<file path="config.mk">
export PLATFORM = sky130hd
export DESIGN_NAME = dlx_pipeline
export DESIGN_NICKNAME = d
export VERILOG_FILES = /design/src/rtl/dlx_pkg.sv /design/src/rtl/dlx_regfile.sv /design/src/rtl/dlx_pipeline.sv
export SDC_FILE = /design/constraint.sdc
export NUM_CORES = 2
export LEC_CHECK = 0
export BUFFER_PORTS_ARGS = -buffer_cell sky130_fd_sc_hd__buf_2
export CORE_MARGIN = 2
export CORE_UTILIZATION = 45
export DETAILED_ROUTE_END_ITERATION = 12
export PLACE_DENSITY = 0.68
export SETUP_SLACK_MARGIN = 0.1
export SLEW_MARGIN = 10
export SYNTH_ARGS = -nofsm -noshare
export SYNTH_HDL_FRONTEND = slang
export SYNTH_SLANG_ARGS = --single-unit
</file>
<file path="constraint.sdc">
create_clock -name clk -period 79.5 [get_ports clk]
set_input_delay 15.9 -clock clk [delete_from_list [all_inputs] [get_ports clk]]
set_output_delay 15.9 -clock clk [all_outputs]
set_load 0.02 [all_outputs]
</file>
<file path="src/rtl/dlx_pkg.sv">
// rtl/dlx_pkg.sv - DLX opcode/func encodings, ALU/branch enums and pipeline register structs
package dlx_pkg;

  localparam logic [5:0] OP_RTYPE = 6'h00;
  localparam logic [5:0] OP_J     = 6'h02;
  localparam logic [5:0] OP_JAL   = 6'h03;
  localparam logic [5:0] OP_BEQZ  = 6'h04;
  localparam logic [5:0] OP_BNEZ  = 6'h05;
  localparam logic [5:0] OP_ADDI  = 6'h08;
  localparam logic [5:0] OP_ADDUI = 6'h09;
  localparam logic [5:0] OP_SUBI  = 6'h0a;
  localparam logic [5:0] OP_SUBUI = 6'h0b;
  localparam logic [5:0] OP_ANDI  = 6'h0c;
  localparam logic [5:0] OP_ORI   = 6'h0d;
  localparam logic [5:0] OP_XORI  = 6'h0e;
  localparam logic [5:0] OP_LHI   = 6'h0f;
  localparam logic [5:0] OP_JR    = 6'h12;
  localparam logic [5:0] OP_JALR  = 6'h13;
  localparam logic [5:0] OP_SLLI  = 6'h14;
  localparam logic [5:0] OP_SRLI  = 6'h16;
  localparam logic [5:0] OP_SRAI  = 6'h17;
  localparam logic [5:0] OP_SEQI  = 6'h18;
  localparam logic [5:0] OP_SNEI  = 6'h19;
  localparam logic [5:0] OP_SLTI  = 6'h1a;
  localparam logic [5:0] OP_SGTI  = 6'h1b;
  localparam logic [5:0] OP_SLEI  = 6'h1c;
  localparam logic [5:0] OP_SGEI  = 6'h1d;
  localparam logic [5:0] OP_LB    = 6'h20;
  localparam logic [5:0] OP_LH    = 6'h21;
  localparam logic [5:0] OP_LW    = 6'h23;
  localparam logic [5:0] OP_LBU   = 6'h24;
  localparam logic [5:0] OP_LHU   = 6'h25;
  localparam logic [5:0] OP_SB    = 6'h28;
  localparam logic [5:0] OP_SH    = 6'h29;
  localparam logic [5:0] OP_SW    = 6'h2b;

  localparam logic [5:0] FN_SLL  = 6'h04;
  localparam logic [5:0] FN_SRL  = 6'h06;
  localparam logic [5:0] FN_SRA  = 6'h07;
  localparam logic [5:0] FN_ADD  = 6'h20;
  localparam logic [5:0] FN_ADDU = 6'h21;
  localparam logic [5:0] FN_SUB  = 6'h22;
  localparam logic [5:0] FN_SUBU = 6'h23;
  localparam logic [5:0] FN_AND  = 6'h24;
  localparam logic [5:0] FN_OR   = 6'h25;
  localparam logic [5:0] FN_XOR  = 6'h26;
  localparam logic [5:0] FN_SEQ  = 6'h28;
  localparam logic [5:0] FN_SNE  = 6'h29;
  localparam logic [5:0] FN_SLT  = 6'h2a;
  localparam logic [5:0] FN_SGT  = 6'h2b;
  localparam logic [5:0] FN_SLE  = 6'h2c;
  localparam logic [5:0] FN_SGE  = 6'h2d;

  typedef enum logic [3:0] {
    ALU_ADD, ALU_SUB, ALU_AND, ALU_OR, ALU_XOR, ALU_SLL, ALU_SRL, ALU_SRA,
    ALU_SEQ, ALU_SNE, ALU_SLT, ALU_SGT, ALU_SLE, ALU_SGE, ALU_PASSB
  } alu_op_e;

  typedef enum logic [2:0] {BR_NONE, BR_EQZ, BR_NEZ, BR_J, BR_JR} br_e;

  typedef struct packed {
    logic [31:0] pc4;
    logic [31:0] instr;
  } ifid_t;

  // rd == 0 marks an instruction that writes nothing (stores, branches, bubbles)
  typedef struct packed {
    logic [31:0] pc4;
    logic [31:0] a;
    logic [31:0] b;
    logic [31:0] imm;
    logic [4:0]  rs1;
    logic [4:0]  rs2;
    logic [4:0]  rd;
    alu_op_e     alu_op;
    br_e         br;
    logic        use_imm;
    logic        link;
    logic        mem_read;
    logic        mem_write;
    logic        mem_b;
    logic        mem_h;
    logic        mem_uns;
  } idex_t;

  typedef struct packed {
    logic [31:0] result;
    logic [31:0] store_data;
    logic [4:0]  rd;
    logic        mem_read;
    logic        mem_write;
    logic        mem_b;
    logic        mem_h;
    logic        mem_uns;
  } exmem_t;

  typedef struct packed {
    logic [31:0] result;
    logic [4:0]  rd;
  } memwb_t;

endpackage

</file>
<file path="src/rtl/dlx_regfile.sv">
// rtl/dlx_regfile.sv - 32x32 register file, 2 read / 1 write, r0 hardwired to zero
module dlx_regfile (
  input  logic        clk,
  input  logic        rst,
  input  logic [4:0]  ra_i,
  input  logic [4:0]  rb_i,
  output logic [31:0] rda_o,
  output logic [31:0] rdb_o,
  input  logic        we_i,
  input  logic [4:0]  wa_i,
  input  logic [31:0] wd_i
);

  logic [31:0] regs_q [32];

  always_ff @(posedge clk or posedge rst) begin
    if (rst) begin
      for (int i = 0; i < 32; i++) regs_q[i] <= '0;
    end else if (we_i && (wa_i != 5'd0)) begin
      regs_q[wa_i] <= wd_i;
    end
  end

  // Write-through: a WB write in this cycle is visible to ID reads in the same cycle
  always_comb begin
    rda_o = regs_q[ra_i];
    rdb_o = regs_q[rb_i];
    if (we_i && (wa_i != 5'd0) && (wa_i == ra_i)) rda_o = wd_i;
    if (we_i && (wa_i != 5'd0) && (wa_i == rb_i)) rdb_o = wd_i;
    if (ra_i == 5'd0) rda_o = '0;
    if (rb_i == 5'd0) rdb_o = '0;
  end

endmodule

</file>
<file path="src/rtl/dlx_pipeline.sv">
// rtl/dlx_pipeline.sv - 5-stage in-order DLX integer core with forwarding, load-use stall
// and branch resolution in EX
module dlx_pipeline
  import dlx_pkg::*;
#(
  parameter logic [31:0] RESET_PC = 32'h0000_0000
) (
  input  logic        clk,
  input  logic        reset,
  input  logic [31:0] instruction,
  input  logic [31:0] mem_read_data,
  output logic [31:0] PC,
  output logic [31:0] mem_addr,
  output logic [31:0] mem_write_data,
  output logic        mem_wr,
  output logic        mem_sh,
  output logic        mem_sb,
  output logic [31:0] busA_probe
);

  logic [31:0] pc_q, pc_d;
  ifid_t       ifid_q, ifid_d;
  idex_t       idex_q, idex_d, dec;
  exmem_t      exmem_q, exmem_d;
  memwb_t      memwb_q, memwb_d;

  logic [31:0] instr, imm_s, imm_z, imm_j, rf_a, rf_b;
  logic [5:0]  op, fn;
  logic [4:0]  id_rs1, id_rs2;
  logic        use_rs2, ialu, is_load, is_store, load_use;

  assign instr  = ifid_q.instr;
  assign op     = instr[31:26];
  assign fn     = instr[5:0];
  assign id_rs1 = instr[25:21];
  assign id_rs2 = instr[20:16];
  assign imm_s  = {{16{instr[15]}}, instr[15:0]};
  assign imm_z  = {16'h0, instr[15:0]};
  assign imm_j  = {{6{instr[25]}}, instr[25:0]};

  dlx_regfile u_regfile (
    .clk   (clk),
    .rst   (reset),
    .ra_i  (id_rs1),
    .rb_i  (id_rs2),
    .rda_o (rf_a),
    .rdb_o (rf_b),
    .we_i  (memwb_q.rd != 5'd0),
    .wa_i  (memwb_q.rd),
    .wd_i  (memwb_q.result)
  );

  always_comb begin
    dec      = '0;
    use_rs2  = 1'b0;
    ialu     = 1'b0;
    is_load  = 1'b0;
    is_store = 1'b0;
    dec.pc4  = ifid_q.pc4;
    dec.a    = rf_a;
    dec.b    = rf_b;
    dec.rs1  = id_rs1;
    dec.rs2  = id_rs2;
    dec.imm  = imm_s;
    case (op)
      OP_RTYPE: begin
        use_rs2 = 1'b1;
        dec.rd  = instr[15:11];
        case (fn)
          FN_ADD, FN_ADDU: dec.alu_op = ALU_ADD;
          FN_SUB, FN_SUBU: dec.alu_op = ALU_SUB;
          FN_AND:          dec.alu_op = ALU_AND;
          FN_OR:           dec.alu_op = ALU_OR;
          FN_XOR:          dec.alu_op = ALU_XOR;
          FN_SLL:          dec.alu_op = ALU_SLL;
          FN_SRL:          dec.alu_op = ALU_SRL;
          FN_SRA:          dec.alu_op = ALU_SRA;
          FN_SEQ:          dec.alu_op = ALU_SEQ;
          FN_SNE:          dec.alu_op = ALU_SNE;
          FN_SLT:          dec.alu_op = ALU_SLT;
          FN_SGT:          dec.alu_op = ALU_SGT;
          FN_SLE:          dec.alu_op = ALU_SLE;
          FN_SGE:          dec.alu_op = ALU_SGE;
          default:         dec.rd     = 5'd0;
        endcase
      end
      OP_ADDI:  begin ialu = 1'b1; dec.alu_op = ALU_ADD; end
      OP_ADDUI: begin ialu = 1'b1; dec.alu_op = ALU_ADD; dec.imm = imm_z; end
      OP_SUBI:  begin ialu = 1'b1; dec.alu_op = ALU_SUB; end
      OP_SUBUI: begin ialu = 1'b1; dec.alu_op = ALU_SUB; dec.imm = imm_z; end
      OP_ANDI:  begin ialu = 1'b1; dec.alu_op = ALU_AND; dec.imm = imm_z; end
      OP_ORI:   begin ialu = 1'b1; dec.alu_op = ALU_OR;  dec.imm = imm_z; end
      OP_XORI:  begin ialu = 1'b1; dec.alu_op = ALU_XOR; dec.imm = imm_z; end
      OP_SLLI:  begin ialu = 1'b1; dec.alu_op = ALU_SLL; end
      OP_SRLI:  begin ialu = 1'b1; dec.alu_op = ALU_SRL; end
      OP_SRAI:  begin ialu = 1'b1; dec.alu_op = ALU_SRA; end
      OP_SEQI:  begin ialu = 1'b1; dec.alu_op = ALU_SEQ; end
      OP_SNEI:  begin ialu = 1'b1; dec.alu_op = ALU_SNE; end
      OP_SLTI:  begin ialu = 1'b1; dec.alu_op = ALU_SLT; end
      OP_SGTI:  begin ialu = 1'b1; dec.alu_op = ALU_SGT; end
      OP_SLEI:  begin ialu = 1'b1; dec.alu_op = ALU_SLE; end
      OP_SGEI:  begin ialu = 1'b1; dec.alu_op = ALU_SGE; end
      OP_LHI:   begin ialu = 1'b1; dec.alu_op = ALU_PASSB; dec.imm = {instr[15:0], 16'h0}; end
      OP_LB:    begin is_load = 1'b1; dec.mem_b = 1'b1; end
      OP_LBU:   begin is_load = 1'b1; dec.mem_b = 1'b1; dec.mem_uns = 1'b1; end
      OP_LH:    begin is_load = 1'b1; dec.mem_h = 1'b1; end
      OP_LHU:   begin is_load = 1'b1; dec.mem_h = 1'b1; dec.mem_uns = 1'b1; end
      OP_LW:    is_load = 1'b1;
      OP_SB:    begin is_store = 1'b1; dec.mem_b = 1'b1; end
      OP_SH:    begin is_store = 1'b1; dec.mem_h = 1'b1; end
      OP_SW:    is_store = 1'b1;
      OP_BEQZ:  dec.br = BR_EQZ;
      OP_BNEZ:  dec.br = BR_NEZ;
      OP_J:     begin dec.br = BR_J; dec.imm = imm_j; end
      OP_JAL:   begin dec.br = BR_J; dec.imm = imm_j; dec.link = 1'b1; dec.rd = 5'd31; end
      OP_JR:    dec.br = BR_JR;
      OP_JALR:  begin dec.br = BR_JR; dec.link = 1'b1; dec.rd = 5'd31; end
      default:  ;
    endcase
    if (ialu) begin
      dec.use_imm = 1'b1;
      dec.rd      = instr[20:16];
    end
    if (is_load) begin
      dec.use_imm  = 1'b1;
      dec.mem_read = 1'b1;
      dec.rd       = instr[20:16];
    end
    if (is_store) begin
      dec.use_imm   = 1'b1;
      dec.mem_write = 1'b1;
      use_rs2       = 1'b1;
    end
  end

  assign load_use = idex_q.mem_read && (idex_q.rd != 5'd0) &&
                    ((idex_q.rd == id_rs1) || (use_rs2 && (idex_q.rd == id_rs2)));

  logic [31:0] fwd_a, fwd_b, op_b, alu_y, ex_target;
  logic        taken;

  always_comb begin
    fwd_a = idex_q.a;
    fwd_b = idex_q.b;
    if ((exmem_q.rd != 5'd0) && (exmem_q.rd == idex_q.rs1))      fwd_a = exmem_q.result;
    else if ((memwb_q.rd != 5'd0) && (memwb_q.rd == idex_q.rs1)) fwd_a = memwb_q.result;
    if ((exmem_q.rd != 5'd0) && (exmem_q.rd == idex_q.rs2))      fwd_b = exmem_q.result;
    else if ((memwb_q.rd != 5'd0) && (memwb_q.rd == idex_q.rs2)) fwd_b = memwb_q.result;
  end

  assign op_b = idex_q.use_imm ? idex_q.imm : fwd_b;

  always_comb begin
    alu_y = op_b;
    case (idex_q.alu_op)
      ALU_ADD:   alu_y = fwd_a + op_b;
      ALU_SUB:   alu_y = fwd_a - op_b;
      ALU_AND:   alu_y = fwd_a & op_b;
      ALU_OR:    alu_y = fwd_a | op_b;
      ALU_XOR:   alu_y = fwd_a ^ op_b;
      ALU_SLL:   alu_y = fwd_a << op_b[4:0];
      ALU_SRL:   alu_y = fwd_a >> op_b[4:0];
      ALU_SRA:   alu_y = $unsigned($signed(fwd_a) >>> op_b[4:0]);
      ALU_SEQ:   alu_y = {31'd0, fwd_a == op_b};
      ALU_SNE:   alu_y = {31'd0, fwd_a != op_b};
      ALU_SLT:   alu_y = {31'd0, $signed(fwd_a) <  $signed(op_b)};
      ALU_SGT:   alu_y = {31'd0, $signed(fwd_a) >  $signed(op_b)};
      ALU_SLE:   alu_y = {31'd0, $signed(fwd_a) <= $signed(op_b)};
      ALU_SGE:   alu_y = {31'd0, $signed(fwd_a) >= $signed(op_b)};
      ALU_PASSB: alu_y = op_b;
      default:   alu_y = op_b;
    endcase
  end

  always_comb begin
    taken     = 1'b0;
    ex_target = idex_q.pc4 + idex_q.imm;
    case (idex_q.br)
      BR_EQZ:  taken = (fwd_a == 32'd0);
      BR_NEZ:  taken = (fwd_a != 32'd0);
      BR_J:    taken = 1'b1;
      BR_JR:   begin taken = 1'b1; ex_target = fwd_a; end
      default: taken = 1'b0;
    endcase
  end

  always_comb begin
    exmem_d.result     = idex_q.link ? idex_q.pc4 : alu_y;
    exmem_d.store_data = fwd_b;
    exmem_d.rd         = idex_q.rd;
    exmem_d.mem_read   = idex_q.mem_read;
    exmem_d.mem_write  = idex_q.mem_write;
    exmem_d.mem_b      = idex_q.mem_b;
    exmem_d.mem_h      = idex_q.mem_h;
    exmem_d.mem_uns    = idex_q.mem_uns;
  end

  logic [31:0] load_data;

  always_comb begin
    load_data = mem_read_data;
    if (exmem_q.mem_b)
      load_data = exmem_q.mem_uns ? {24'h0, mem_read_data[7:0]}
                                  : {{24{mem_read_data[7]}}, mem_read_data[7:0]};
    else if (exmem_q.mem_h)
      load_data = exmem_q.mem_uns ? {16'h0, mem_read_data[15:0]}
                                  : {{16{mem_read_data[15]}}, mem_read_data[15:0]};
    memwb_d.result = exmem_q.mem_read ? load_data : exmem_q.result;
    memwb_d.rd     = exmem_q.rd;
  end

  // A redirect squashes the younger instructions, which also discards any stall bubble
  always_comb begin
    pc_d         = pc_q + 32'd4;
    ifid_d.pc4   = pc_q + 32'd4;
    ifid_d.instr = instruction;
    idex_d       = dec;
    if (taken) begin
      pc_d   = ex_target;
      ifid_d = '0;
      idex_d = '0;
    end else if (load_use) begin
      pc_d   = pc_q;
      ifid_d = ifid_q;
      idex_d = '0;
    end
  end

  always_ff @(posedge clk or posedge reset) begin
    if (reset) begin
      pc_q    <= RESET_PC;
      ifid_q  <= '0;
      idex_q  <= '0;
      exmem_q <= '0;
      memwb_q <= '0;
    end else begin
      pc_q    <= pc_d;
      ifid_q  <= ifid_d;
      idex_q  <= idex_d;
      exmem_q <= exmem_d;
      memwb_q <= memwb_d;
    end
  end

  assign PC             = pc_q;
  assign mem_addr       = exmem_q.result;
  assign mem_write_data = exmem_q.store_data;
  assign mem_wr         = exmem_q.mem_write;
  assign mem_sb         = exmem_q.mem_b;
  assign mem_sh         = exmem_q.mem_h;
  assign busA_probe     = rf_a;

endmodule

</file>
## Word level (Yosys, flattened, before mapping)

Index checks and enable logic that the tools add are counted.

- Bits in registers: 1388
- Logic and storage cells: 246
- Output and inout bits: 131

- Eq/ne operators: 75
- Shifts and indexed selects: 3
- Bitwise operators: 6
- Multiplexer cells: 55
- Add/subtract/negate cells: 4
- Magnitude comparators: 8
- Reductions and logical operators: 34

Operators by type and width:

| cell | count |
|---|---|
| $bwmux W1024 | 1 |
| $mux W32 | 23 |
| $pmux W32 S14 | 1 |
| $bmux W32 S5 | 2 |
| $mux W157 | 2 |
| $demux W32 S5 | 1 |
| $mux W64 | 2 |
| $eq A6 B6 Y1 const B | 21 |
| $pmux W32 S3 | 1 |
| $eq A6 B5 Y1 const B | 11 |
| $add A32 B32 Y32 | 2 |
| $pmux W4 S15 | 1 |
| $pmux W4 S13 | 1 |
| $eq A6 B4 Y1 const B | 8 |
| $eq A5 B5 Y1 | 8 |
| $add A32 B3 Y32 const B | 1 |
| $and A32 B32 Y32 | 1 |
| $eq A32 B32 Y1 | 1 |
| $ge A32 B32 Y1 | 1 |
| $gt A32 B32 Y1 | 1 |
| $le A32 B32 Y1 | 1 |
| $logic_not A32 Y1 | 1 |
| $lt A32 B32 Y1 | 1 |
| $ne A32 B32 Y1 | 1 |
| 36 further kinds | 91 |

## Logic depth before layout (Yosys ltp)

- Depth after elaboration: 9
- Depth in mapped cells: 26
- Depth with buffers taken out: 21

## By module

From an unflattened synthesis, not the netlist that was laid out.

- Cells, all modules: 7142
- Area, all modules: 83491.3 µm²

Modules (own cells, without submodules):

| module | times used | seq. area each (µm²) | area each (µm²) | cells an instance |
|---|---|---|---|---|
| dlx_regfile | 1 | 25624.6 | 55518.2 | 3851 |
| dlx_pipeline | 1 | 9108.7 | 27973.1 | 3291 |

## Worst setup path before layout

Ideal clock, no wire load.

- Kind: register to output
- Start: reg ifid_q (netlist bit instr[21])
- End: out busA_probe[10]
- Path buffers: 4
- Path slack: 60.428 ns
- Cell stages (with the launch flop): 11
- Arrival time: 3.172 ns
- Cell sequence: dfrtp_1 clkbuf_1 buf_1 buf_1 mux4_2 mux4_2 mux2i_1 nor2_1 a21oi_1 nor2_1 buf_4

RTL lines:

| item | line | RTL |
|---|---|---|
| from (decl) | dlx_pipeline.sv:22 | `ifid_t ifid_q, ifid_d;` |
| from (signal assigned) | dlx_pipeline.sv:238 | `ifid_q <= ifid_d;` |
| to (decl) | dlx_pipeline.sv:18 | `output logic [31:0] busA_probe` |

## Worst setup path after layout

- Start: reg ifid_q (netlist bit instr[21])
- End: out busA_probe[30]

- Longest elaborated chain between the ends: 6
- Elaborated cells on any way between the ends: 9

Ends and longest elaborated chain:

| item | line | RTL |
|---|---|---|
| $not A5 Y6 (implied by the code) | dlx_regfile.sv:26 | `rda_o = regs_q[ra_i];` |
| $bmux W32 S5 | dlx_regfile.sv:26 |  |
| $mux W32 (implied by the code) (2 in a row) | dlx_regfile.sv:26 |  |
| $mux W32 | dlx_regfile.sv:28 | `if (we_i && (wa_i != 5'd0) && (wa_i == ra_i)) rda_o = wd_i;` |
| $mux W32 (*) | dlx_regfile.sv:30 | `if (ra_i == 5'd0) rda_o = '0;` |

Mark *: on every way between the ends. The rest lies on a longest branch, timed or not. The select of a mux whose other input is x is not followed.

==> metrics.md <==
| Metric | Value |
|---|---|
| Fin. max-slew vios | 0 |
| Mapped cell area | 81990 sq um |
| Gr ovfl total | 0 |
| Number of synthesized register bits | 1388 |
| Share of layout cells above drive strength 1 | 35.14% |
| Die X | ~430 um |
| Post-Syn Nets | 7000 |
| Area occupied by multi-input gates | 43640 sq um |
| Syn Inst Count | between 6000 and 7000 |
| Synth top cells by count | dfrtp_1, mux2_2, mux4_2, clkbuf_1, nor2_1 |
| Initial antenna violation count | 16 |
| DRT iter0 DRCs | around 6600 |
| Endpoints failing setup | 0 |
| RSZ-0062 raised after global routing | false |
| Worst-path clk slew | 60 ps |
| TritonCTS clock tree | yes |
| Maximum fanout along the worst path | around 110 |
| Status | complete, no violations |
| Pint | between 0.0015 and 0.002 W |
| Synth Warn # | 0 |
| Total CTS buffers | 149 |
| Distinct cells, synth | 93 |
| DPL Wire Length | 198500 um |
| Worst R2R End | mem_addr[18]$_DFF_PP0_ |
| Worst hold path type | flip-flop to flip-flop |
| Site row count | between 150 and 200 |
| TritonRoute pass-1 iters | 5 |
| P_leak | 40.08 nW |
| Drc violations | 0 |
| Post-synth EDFFs | 0 |
| Root Driver | clkbuf_16 |
| Worst R2R Start | memwb_q[3]$_DFF_PP0_ |
| Yosys top cell by area | dfrtp_1 |
| Seq. cell area | 34770 sq um |
| Avg Cell Area, Syn | ~12 sq um |
| Final ANT Viol Nets | 0 |
| Die height | between 400 and 500 um |
| Number of hold buffers added after cts | 0 |
| Critical Path Source Type | flip-flop |
| Via density | between 6 and 7 |
| Least-Margin Pin Slew | ~1400 ps |
| Worst path slowest cell | buf_4 |
| Worst Setup End Kind | primary output |
| Most numerous cell in the Yosys netlist | dfrtp_1 |
| Final worst-path cycle share | 28.12% |
| Ports | between 150 and 200 |
| WP buf/inv | 4 |
| Non-Filler Instances | slightly above 9000 |
| H-tree depth | 4 |
| Delay-heaviest family, CP | buffers and inverters |
| Gpl congestion | 1.036 |
| Gate power share | between 40% and 50% |
| Hold_ws | 360.4 ps |
| Pin count of the biggest net entering global routing | approximately 160 |
| CP Capture Point | busA_probe[30] |
| Net Sw Frac | approximately 40% |
| Highest clock rate | 0.04472 GHz |
| Via count | 60710 |
| Die area | 185600 sq um |
| Critical Path RT | about 64000 ps |
| Clock share of power | 23.2% |
| Worst R2R Path Depth | 17 |
| Power Dens Cells | 35.10 nW/um^2 |
| Synth area leaders | dfrtp_1, mux4_2, mux2_2 |
| Final hold violation count | 0 |
| CP startpoint | instr[21]$_DFFE_PP0P_ |
| Critical path class | flip-flop to primary output |
| Layout net count | 6762 |
| Drt wl/cell | 32.98 um |
| Total clock sinks | 1388 |
| First-pass GRT wire length | 432100 um |
| Synthesis-to-finish area growth | 9.066% |
| Critical path arrival | 6460 ps |
| R2R Setup Slk | ~71000 ps |
| Share of the synthesized area in the top cell type | 42.36% |
| Post-CTS Resized | 0 |
| Flop pwr share | 35.2% |
| Postcts setup bufs | 0 |
| Final core occ | 49.42% |
| Starting Density | 45.31% |
| Sequential share of the synthesized area | 42.36% |
| Total Routed Length | 298500 um |
| FFs w/ async S/R, synth | 100.0% |
| Sw power | 0.001269 W |
| Placed cells | 8780 |
| Area of the core | 180900 sq um |
| # fillers | 15550 |
| CP Cell Sequence | buf_4, buf_12, buf_4, mux4_2, mux2_2, a221o_1, mux2i_1, nor2_1, a21oi_1, nor2_1, buf_2 |
| Fin Setup TNS | 0 ps |
| Min cycle time layout | 22360 ps |
| Total track usage | a little under a third |
| Clock skew | roughly 40 ps |
| PortBufs | ~200 |
| Main flop type after synthesis | dfrtp_1 |
| Max incr delay on CP | 960 ps |
| Worst-Skew Late Latency | 830 ps |
| Max VDD drop | 0.02432 mV |
| WP depth | 11 |
| Max-slew headroom | 6.657% |
| Max Cap Viol | 0 |
| Max clock buf depth | 3 |
| Vias in the first global route | 60500 |
layout by cell type (no fill, tap or decap), types with 126 or more instances in the layout:
master	synthesis	routed
mux4_2	562	562
buf_2	50	196
a21oi_1	289	289
nor2_1	396	382
ha_1	132	132
nand2_1	367	354
mux2_2	1036	1036
dfrtp_1	1388	1377
buf_4	108	184
clkbuf_16	0	151
a211oi_1	126	126
o21ai_0	211	208
mux2i_1	301	300
worst min path at each step:
stage	cells after the start	from	slack (ps)	endpoint
detailed placement	0	exmem_d[1]$_DFF_PP0_	340	mem_sh$_DFF_PP0_
global placement	0	exmem_d[1]$_DFF_PP0_	340	mem_sh$_DFF_PP0_
floorplan	0	exmem_d[0]$_DFF_PP0_	330	exmem_q[0]$_DFF_PP0_
finish	0	exmem_d[1]$_DFF_PP0_	360	mem_sh$_DFF_PP0_
CTS	0	exmem_d[1]$_DFF_PP0_	360	mem_sh$_DFF_PP0_
global route	0	exmem_d[1]$_DFF_PP0_	360	mem_sh$_DFF_PP0_
cell type report:
type                       count  area share (%)
inverter                     120          0.5121
clock buffer                 213           4.866
timing repair buffer         386           2.776
tap                         2370           3.316
antenna                        3        0.008395
multi-input combinational   4516           48.80
sequential                  1388           38.88
clock inverter                56          0.8395
flip-flops by register name (all words and copies together), names as in the netlist:
signal            flops
PC                   32
dec                  32
exmem_d              10
exmem_q               7
idex_q              147
instr                32
mem_addr             32
mem_sb                1
mem_sh                1
mem_wr                1
mem_write_data       32
memwb_q              37
u_regfile.regs_q   1024
power groups by stage:
| stage | combinational, W | sequential, W | clock [W] |
|---|---|---|---|
| floorplan | 0.000911 | 0.00103 | 0 |
| global placement | 0.00125 | 0.00109 | 0 |
| detailed placement | 0.00127 | 0.00110 | 0 |
| CTS | 0.00127 | 0.00109 | 0.000738 |
| global route | 0.00137 | 0.00112 | 0.000766 |
| finish | 0.00130 | 0.00111 | 0.000729 |
per-stage QoR:
stage                     power (W)  worst slack, ps  cell area (sq um)
after CTS                  0.003107            57200              89420
after detailed placement   0.002373            58080              84310
after global placement     0.002346            58120              84310
after global routing       0.003261            56910              89420
final                      0.003139            57140              89420
after floorplan            0.001939            24460              81990
logic make-up after synthesis:
group           share of synthesized area, %
mux                                    33.34
flops                                  42.36
compound gates                         9.080
fa+ha+maj                              2.088
buf+inv                                4.754
xor+xnor                               1.549
simple gates                           6.827
worst register-to-register path: stages (launching register included):
cell and delay, ps:
dfrtp_1 850, or2_1 410, o211a_1 440, nand2_2 690, mux2i_1 320, o21ai_1 950
mux2i_1 590, inv_1 170, ha_1 370, nor3b_1 460, nand3_1 130, o31ai_1 790
nor2b_1 250, xnor2_1 80, a2111oi_0 340, o21ai_0 250, a2111oi_0 990, a221oi_1 350
routing by layer:
layer  up-vias  wire length [um]  track usage, %
li1      24830                 -               -
met1     31490            110700           39.46
met2      3347            135400           48.97
met3      1027             26240           7.473
met4        18             26090           23.45
met5         -               134               0
Note: power is estimated with default switching activity, not from simulation.
